**config.mk**
```make
export PLATFORM = sky130hd
export DESIGN_NAME = alu_arbiter
export DESIGN_NICKNAME = d
export VERILOG_FILES = /design/src/rtl/alu_defs.sv /design/src/rtl/ALU16b.sv /design/src/rtl/alu_arbiter.sv
export SDC_FILE = /design/constraint.sdc
export NUM_CORES = 1
export LEC_CHECK = 0
export CORE_ASPECT_RATIO = 2
export CORE_MARGIN = 2
export CORE_UTILIZATION = 58
export CTS_BUF_LIST = sky130_fd_sc_hd__clkbuf_8
export CTS_CLUSTER_DIAMETER = 80
export DETAILED_ROUTE_END_ITERATION = 10
export PLACE_DENSITY_LB_ADDON = 0.3
export SETUP_SLACK_MARGIN = 0.3
export SLEW_MARGIN = 20
export SYNTH_ARGS = -nofsm -noshare
export SYNTH_HDL_FRONTEND = slang
export SYNTH_SLANG_ARGS = --single-unit
```
**constraint.sdc**
```tcl
create_clock -name clk -period 8.1 [get_ports clk]
set_clock_uncertainty 0.2 [all_clocks]
set_input_delay 1.215 -clock clk [delete_from_list [all_inputs] [get_ports clk]]
set_output_delay 1.215 -clock clk [all_outputs]
set_load 0.02 [all_outputs]
```
**src/rtl/alu_defs.sv**
```systemverilog
// alu_defs: shared definitions for the ALU arbiter slice.
//   WIDTH    operand/result width (fixed by ALU16b)
//   OP_W     ALU opcode width
//   ID_W     requester-id width
//   alu_op_t opcode encodings ALU_AND..ALU_SLT (6..7 are unassigned)
//   req_id_t requester identifiers
package alu_defs;

  localparam int unsigned WIDTH = 16;
  localparam int unsigned OP_W  = 3;
  localparam int unsigned ID_W  = 1;

  typedef enum logic [OP_W-1:0] {
    ALU_AND = 3'd0,
    ALU_OR  = 3'd1,
    ALU_NOR = 3'd2,
    ALU_ADD = 3'd3,
    ALU_SUB = 3'd4,
    ALU_SLT = 3'd5
  } alu_op_t;

  typedef enum logic [ID_W-1:0] {
    REQ0 = 1'b0,
    REQ1 = 1'b1
  } req_id_t;

endpackage

```
**src/rtl/ALU16b.sv**
```systemverilog
// ALU16b: purely combinational 16-bit ALU.
//   a, b  in  WIDTH  operands
//   op    in  OP_W   opcode (alu_op_t encoding; 6..7 yield r=0)
//   r     out WIDTH  result
//   zero  out 1      r == 0
//   ovfl  out 1      signed overflow of ADD/SUB, 0 for other opcodes
module ALU16b
  import alu_defs::*;
(
  input  logic [WIDTH-1:0] a,
  input  logic [WIDTH-1:0] b,
  input  logic [OP_W-1:0]  op,
  output logic [WIDTH-1:0] r,
  output logic             zero,
  output logic             ovfl
);

  logic [WIDTH-1:0] sum;
  logic [WIDTH-1:0] diff;
  logic             add_ovfl;
  logic             sub_ovfl;
  logic             slt;

  always_comb begin
    sum      = a + b;
    diff     = a - b;
    // Signed overflow: operands of equal (ADD) / opposite (SUB) sign and
    // the result sign differs from a.
    add_ovfl = (a[WIDTH-1] == b[WIDTH-1]) && (sum[WIDTH-1]  != a[WIDTH-1]);
    sub_ovfl = (a[WIDTH-1] != b[WIDTH-1]) && (diff[WIDTH-1] != a[WIDTH-1]);
    slt      = $signed(a) < $signed(b);

    r    = '0;
    ovfl = 1'b0;
    case (op)
      ALU_AND: r = a & b;
      ALU_OR:  r = a | b;
      ALU_NOR: r = ~(a | b);
      ALU_ADD: begin
        r    = sum;
        ovfl = add_ovfl;
      end
      ALU_SUB: begin
        r    = diff;
        ovfl = sub_ovfl;
      end
      ALU_SLT: r = {{(WIDTH-1){1'b0}}, slt};
      default: r = '0;
    endcase
    zero = (r == '0);
  end

endmodule

```
**src/rtl/alu_arbiter.sv**
```systemverilog
// alu_arbiter: shares one ALU16b between two requesters.
//   clk, reset                  clock, synchronous active-high reset
//   reqN_valid/ready            issue handshake (ready = grant, combinational)
//   reqN_a, reqN_b, reqN_op     operands and opcode
//   rspN_valid                  response held for requester N
//   rspN_r, rspN_zero, rspN_ovfl held result and flags
//   rspN_ack                    requester N consumes its held response
// Round-robin arbitration, one outstanding operation per requester,
// fixed two-cycle issue-to-result latency.
module alu_arbiter
  import alu_defs::*;
#(
  parameter int unsigned WIDTH = alu_defs::WIDTH,
  parameter int unsigned OP_W  = alu_defs::OP_W
) (
  input  logic             clk,
  input  logic             reset,
  input  logic             req0_valid,
  output logic             req0_ready,
  input  logic [WIDTH-1:0] req0_a,
  input  logic [WIDTH-1:0] req0_b,
  input  logic [OP_W-1:0]  req0_op,
  input  logic             req1_valid,
  output logic             req1_ready,
  input  logic [WIDTH-1:0] req1_a,
  input  logic [WIDTH-1:0] req1_b,
  input  logic [OP_W-1:0]  req1_op,
  output logic             rsp0_valid,
  output logic [WIDTH-1:0] rsp0_r,
  output logic             rsp0_zero,
  output logic             rsp0_ovfl,
  input  logic             rsp0_ack,
  output logic             rsp1_valid,
  output logic [WIDTH-1:0] rsp1_r,
  output logic             rsp1_zero,
  output logic             rsp1_ovfl,
  input  logic             rsp1_ack
);

  req_id_t          last_grant;
  req_id_t          iss_owner;
  logic             iss_v;
  logic [WIDTH-1:0] iss_a;
  logic [WIDTH-1:0] iss_b;
  logic [OP_W-1:0]  iss_op;
  logic             pend0;
  logic             pend1;

  logic             elig0;
  logic             elig1;
  logic             grant0;
  logic             grant1;

  logic [WIDTH-1:0] alu_r;
  logic             alu_zero;
  logic             alu_ovfl;

  // pend stays set until the edge that consumes the response, so an ack
  // cycle never doubles as a re-issue cycle for the same requester.
  always_comb begin
    elig0  = req0_valid && !pend0;
    elig1  = req1_valid && !pend1;
    grant0 = !reset && elig0 && (!elig1 || (last_grant == REQ1));
    grant1 = !reset && elig1 && (!elig0 || (last_grant == REQ0));
  end

  assign req0_ready = grant0;
  assign req1_ready = grant1;

  ALU16b u_alu (
    .a    (iss_a),
    .b    (iss_b),
    .op   (iss_op),
    .r    (alu_r),
    .zero (alu_zero),
    .ovfl (alu_ovfl)
  );

  always_ff @(posedge clk) begin
    if (reset) begin
      last_grant <= REQ1;
      iss_owner  <= REQ0;
      iss_v      <= 1'b0;
      iss_a      <= '0;
      iss_b      <= '0;
      iss_op     <= '0;
      pend0      <= 1'b0;
      pend1      <= 1'b0;
      rsp0_valid <= 1'b0;
      rsp0_r     <= '0;
      rsp0_zero  <= 1'b0;
      rsp0_ovfl  <= 1'b0;
      rsp1_valid <= 1'b0;
      rsp1_r     <= '0;
      rsp1_zero  <= 1'b0;
      rsp1_ovfl  <= 1'b0;
    end else begin
      // Issue stage
      iss_v <= grant0 || grant1;
      if (grant0) begin
        iss_a      <= req0_a;
        iss_b      <= req0_b;
        iss_op     <= req0_op;
        iss_owner  <= REQ0;
        last_grant <= REQ0;
      end else if (grant1) begin
        iss_a      <= req1_a;
        iss_b      <= req1_b;
        iss_op     <= req1_op;
        iss_owner  <= REQ1;
        last_grant <= REQ1;
      end

      pend0 <= grant0 || (pend0 && !(rsp0_valid && rsp0_ack));
      pend1 <= grant1 || (pend1 && !(rsp1_valid && rsp1_ack));

      // Result stage: the owner's response register is empty whenever its
      // operation is in flight, so a write never collides with an ack.
      if (iss_v && (iss_owner == REQ0)) begin
        rsp0_valid <= 1'b1;
        rsp0_r     <= alu_r;
        rsp0_zero  <= alu_zero;
        rsp0_ovfl  <= alu_ovfl;
      end else if (rsp0_valid && rsp0_ack) begin
        rsp0_valid <= 1'b0;
      end

      if (iss_v && (iss_owner == REQ1)) begin
        rsp1_valid <= 1'b1;
        rsp1_r     <= alu_r;
        rsp1_zero  <= alu_zero;
        rsp1_ovfl  <= alu_ovfl;
      end else if (rsp1_valid && rsp1_ack) begin
        rsp1_valid <= 1'b0;
      end
    end
  end

endmodule
```
==> metrics.txt, run 1 <==
clock sink total=78; Area after DPL=6940 um2; Seq/Total Area, Yosys=26.9%; Seq pwr share=35.2%; GPL Wtd Cong=0.962; mux contribution to synthesized area=1.23%; synth warn=0; core area=9760 um2; main area contributors after synthesis=dfxtp_1, ha_1, nor2_1; H-Tree Depth=3; top cell type by total area after synthesis=dfxtp_1; Max Used Layer=met4; Final Hold Viols=0; Cell Rows=51; Worst Hold Class=register to register; Synth Area in Compound Gates=28.6%; CTS clock-pin slew for the worst setup and hold paths=0.08 ns; die area=10900 um2; Slew @ Worst Pin=1.06 ns; Final Net Count=977; critical path required time=6.68 ns; Worst Path Max Fanout=37; Post-CTS Hold Buffers=0; ANT nets after route=0; maximum vdd ir drop=0.135 mV; Synth top area share=26.9%; Post-Layout Cell Count=986; Switch Pwr=0.521 mW; antenna violations before repair=0; internal power=0.794 mW; Post-Synth Adder-Cell Area=11.5%; Max-cap violations=0; Root Driver=clkbuf_8; first-pass GRT wire length=28.1 mm; WL met1=6.16 mm; CTS buffer count=9; starting density of the core=59.5%; Synth Area in Simple Gates=24.4%; synthesis-stage register bit count=78; layout cells sized above 1=4.33%; Power Density=184 nW/um2; First-pass DRT Iterations=6; Total Neg Setup Slack=0 ns; via count=6119; final count of pins violating max slew=0; Period minus WS final=4.75 ns; port buffer count=115; fillers=826; Post-DP HPWL=13.5 mm; Synthesized Nets=903; ys async rst share=0%; Horiz. Die Dim=74.8 um; Synth Area in XOR/XNOR=0.301%; DR iter-0 viols=609; RSZ-0062 raised after global routing=no; IO Count=116; clock latency on the worst-skew pair=0.37 ns; Remaining Overflow, GRT=0; Syn Inst Count=775; worst setup path class=input port to output port; top cells by count, synth=nor2_1, nand2_1, dfxtp_1; postcts setup bufs=0; Routed Wire Length=17.3 mm; # resized after CTS=0; largest family of logic cells by synthesized area=compound AO/OA/AOI/OAI gates; area overhead of the layout relative to synthesis=22.8%; CP startpoint kind=input port; vias per inst=6.21; die height=146 um; synth unique cells=77; CP arrival=3.33 ns; Max-slew headroom=29.6%; CTS tree=yes; ys flop type=dfxtp_1; final instance area=7140 um2; status=finished, final reports clean; Sw Share=39.6%; Wirelength per Cell=17.5 um; met2 WL=9.22 mm; number of diodes=0; count leader, synth=nor2_1; clock power share=21.8%; Comb power frac=43.0%; fin crit share=58.6%; syn_area_per_cell=7.50 um2; Max Freq=0.211 GHz; vias in the first global route=5976; Setup crit end kind=output port; Lkg Pwr=2.73 nW; Post-synth EDFFs=0; clk buf depth=2; overall routing resource usage=32.8%; largest net degree at the start of global routing=74; Residual DRC=0; Placed Cells=970; number of setup violations in the final report=0; met3 wire len=926 um; Post-Syn Area=5810 um2
[power by group through the flow]
stage	combinational, mW	clock [mW]	sequential (mW)
CTS	0.556	0.290	0.462
detailed placement	0.553	0	0.472
global route	0.616	0.306	0.468
global placement	0.540	0	0.468
floorplan	0.376	0	0.471
finish	0.566	0.287	0.463
[cells in the final DEF (no fill, tap or decap), drive strengths merged, types with 18 or more instances in the layout]
master | Yosys | layout
o21ai | 18 | 18
ha | 50 | 50
a211oi | 38 | 38
a311oi | 37 | 37
inv | 47 | 50
nor2 | 113 | 113
a21oi | 43 | 43
dfxtp | 78 | 78
nor3 | 18 | 18
nand2 | 108 | 108
clkdlybuf4s50 | 0 | 114
[routing by layer]
layer | GRT usage [%] | vias to the layer above
met4 | 17.9 | 0
met3 | 5.40 | 81
met2 | 57.6 | 292
met5 | 0 | -
met1 | 35.6 | 2814
li1 | - | 2932
[logic make-up after synthesis]
kind of cell	after synthesis
flops	78
xor+xnor	2
buf+inv	105
compound gates	219
fa+ha+maj	52
mux	7
simple gates	312
[registers in the layout (all words and copies together) (netlist names), 3 cells and up]
name    flops
iss_a      16
iss_op      3
iss_b      16
rsp1_r     16
rsp0_r     16
[path summary, 6_finish.rpt]
kind	startpoint	to	slack (ns)	cells past startpoint
max	req0_valid	req1_ready	3.35	5
min	rsp0_r[10]	rsp0_r[10]	0.27	2
max reg2reg	iss_op[0]	rsp1_zero	4.11	8
min reg2reg	rsp0_r[10]	rsp0_r[10]	0.27	2
[area by class of cell]
class	count	area [um2]	share of cell area (%)
multi-input cells	592	3860	54.0
flip-flops and latches	78	1560	21.9
repair buffers	120	1180	16.6
inverters	48	180	2.52
well taps	132	165	2.31
clock buffers	9	124	1.74
clock inverters	7	66.3	0.929
[stage by stage]
step                hold WS [ns]  utilization (%)  total power [mW]  setup WS, ns
floorplan                  0.242                -             0.847          4.35
detailed placement         0.263             71.1              1.02          2.94
global placement           0.247             71.1              1.01          3.01
global route               0.291             73.1              1.39          3.19
finish                     0.274             73.1              1.32          3.35
CTS                        0.276             73.0              1.31          2.93
[worst max-delay path, stage by stage]
cell and delay (ns):
clkdlybuf4s50_1 0.48, nor2b_1 0.29, a211o_2 0.58, clkinv_1 0.17, clkdlybuf4s50_1 0.58
Power figures use the tool's default switching activity.
==> run 2, diff against run 1 <==
--- a/config.mk
+++ b/config.mk
@@ -7,7 +7,7 @@
 export LEC_CHECK = 0
 export CORE_ASPECT_RATIO = 2
 export CORE_MARGIN = 2
-export CORE_UTILIZATION = 58
+export CORE_UTILIZATION = 54
 export CTS_BUF_LIST = sky130_fd_sc_hd__clkbuf_8
 export CTS_CLUSTER_DIAMETER = 80
 export DETAILED_ROUTE_END_ITERATION = 10
==> constraint.sdc (replaced) <==
create_clock -name clk -period 4.8 [get_ports clk]
set_clock_uncertainty 0.2 [all_clocks]
set_input_delay 0.72 -clock clk [delete_from_list [all_inputs] [get_ports clk]]
set_output_delay 0.72 -clock clk [all_outputs]
set_load 0.02 [all_outputs]
==> run 2 against run 1 <==
Register-to-register slack got worse by 3.0 ns; final cell count increased by 1.0%; non-clock buffer count increased by 5; sequential power increased by 66%; clock power increased by 74%; power increased by 71%; die area increased by 7.1%; global-route usage decreased by 1.2 points; combinational power increased by 74%; critical path depth increased by 7; flip-flop and latch count unchanged; largest power group unchanged.
==> metrics.txt, run 2 (synthesis gave the netlist of run 1 again) <==
Worst R2R Path Depth=12; Max Freq=0.270 GHz; Worst Path Max Fanout=4; die area=11700 um2; r2r endpoint=rsp0_zero; Slew @ Worst Pin=1.00 ns; reg-to-reg setup timing slack=1.10 ns; IO Count=116; clock latency on the worst-skew pair=0.36 ns; port buffer count=115; GPL Wtd Cong=0.976; starting density of the core=55.5%; register area=1560 um2; Period minus WS final=3.70 ns; Max-slew headroom=33.2%; clock sink total=78; Hold Path Origin=rsp0_r[10]; largest net degree at the start of global routing=81; vias in the first global route=6060; Total Neg Setup Slack=0 ns; postcts setup bufs=0; Area after DPL=6980 um2; RSZ-0062 raised after global routing=no; Setup crit end kind=register; Cell Rows=53; hold path cells=2; fillers=880; Horiz. Die Dim=77.4 um; Final Net Count=982; maximum vdd ir drop=0.226 mV; First-pass DRT Iterations=7; Max-cap violations=0; CTS buffer count=9; number of diodes=0; # resized after CTS=0; core area=10500 um2; Routed Wire Length=18.3 mm; via count=6147; final count of pins violating max slew=0; RR Startpoint=iss_a[0]; number of setup violations in the final report=0; final instance area=7200 um2; Root Driver=clkbuf_8; Post-CTS Hold Buffers=0; Lkg Pwr=2.75 nW; CTS tree=yes; worst setup path class=register to register; hold endpoint=rsp0_r[10]; Util after Layout=68.7%; final hold slack=0.273 ns; Remaining Overflow, GRT=0; die height=151 um; Post-DP HPWL=14.3 mm; H-Tree Depth=3; overall routing resource usage=31.6%; Worst Hold Class=register to register; antenna violations before repair=0; critical path required time=4.91 ns; Wirelength per Cell=18.3 um; Power, Total=2.25 mW; fin crit share=77.0%; area occupied by multi-input gates=3850 um2; most common cell after layout, fill and taps aside=clkdlybuf4s50_1; clk buf depth=2; DR iter-0 viols=625; CP arrival=3.80 ns; ANT nets after route=0; commonest cells after routing, fill and taps aside=clkdlybuf4s50_1, nor2_1, nand2_1; Power Density=313 nW/um2; layout cells sized above 1=4.89%; first-pass GRT wire length=29.2 mm; area overhead of the layout relative to synthesis=23.8%; Final Hold Viols=0; CTS clock-pin slew for the worst setup and hold paths=0.09 ns; Residual DRC=0; vias per inst=6.17; status=finished, final reports clean; CP startpoint kind=register
-- run 2: report_power, final --
part           internal [mW]  switching, mW  leakage [nW]  total, mW
combinational          0.397          0.586          2.01      0.983
clock                  0.242          0.256        0.0972      0.498
sequential             0.710         0.0595         0.643      0.769
-- run 2: worst max-delay path by stage --
stage                          start          to  slack, ns  depth (start not counted)
after CTS                 req1_valid  req1_ready       1.16                          6
after floorplan             iss_a[0]   rsp0_zero       1.65                         12
after detailed placement  req1_valid  req1_ready       1.17                          6
after global placement    req1_valid  req1_ready       1.22                          6
after global routing        iss_a[0]   rsp0_zero       0.80                         12
final                       iss_a[0]   rsp0_zero       1.10                         12
-- run 2: worst max-delay path, cell delays in order, from the launching register on --
cell and delay (ns):
dfxtp_1 0.37, inv_1 0.07, ha_1 0.23, fa_1 0.43
nor3_2 0.28, nor3_1 0.12, o221ai_2 0.24, a311oi_1 0.21
or4b_1 0.54, a221oi_2 0.37, o2111ai_1 0.19, nor4_2 0.22
a21o_1 0.17
-- run 2: area by class of cell --
type	instances	share of cell area (%)
Clock buffer	9	1.72
Tap cell	137	2.38
Timing Repair Buffer	125	17.1
Clock inverter	7	1.04
Inverter	48	2.50
Multi-Input combinational cell	592	53.6
Sequential cell	78	21.7
-- run 2: per-stage QoR --
step | cells | worst slack (ns)
after floorplan | 775 | 1.65
after global placement | 979 | 1.22
after CTS | 995 | 1.16
final | 996 | 1.10
after detailed placement | 979 | 1.17
after global routing | 996 | 0.801
-- run 2: per-layer routing --
| metal | vias up | track usage (%) | share of wire (%) |
|---|---|---|---|
| met5 | - | 0 | 0 |
| met4 | 0 | 17.7 | 4.9 |
| met3 | 58 | 4.08 | 4.5 |
| met2 | 265 | 59.8 | 54 |
| met1 | 2884 | 32.9 | 36 |
| li1 | 2940 | - | - |
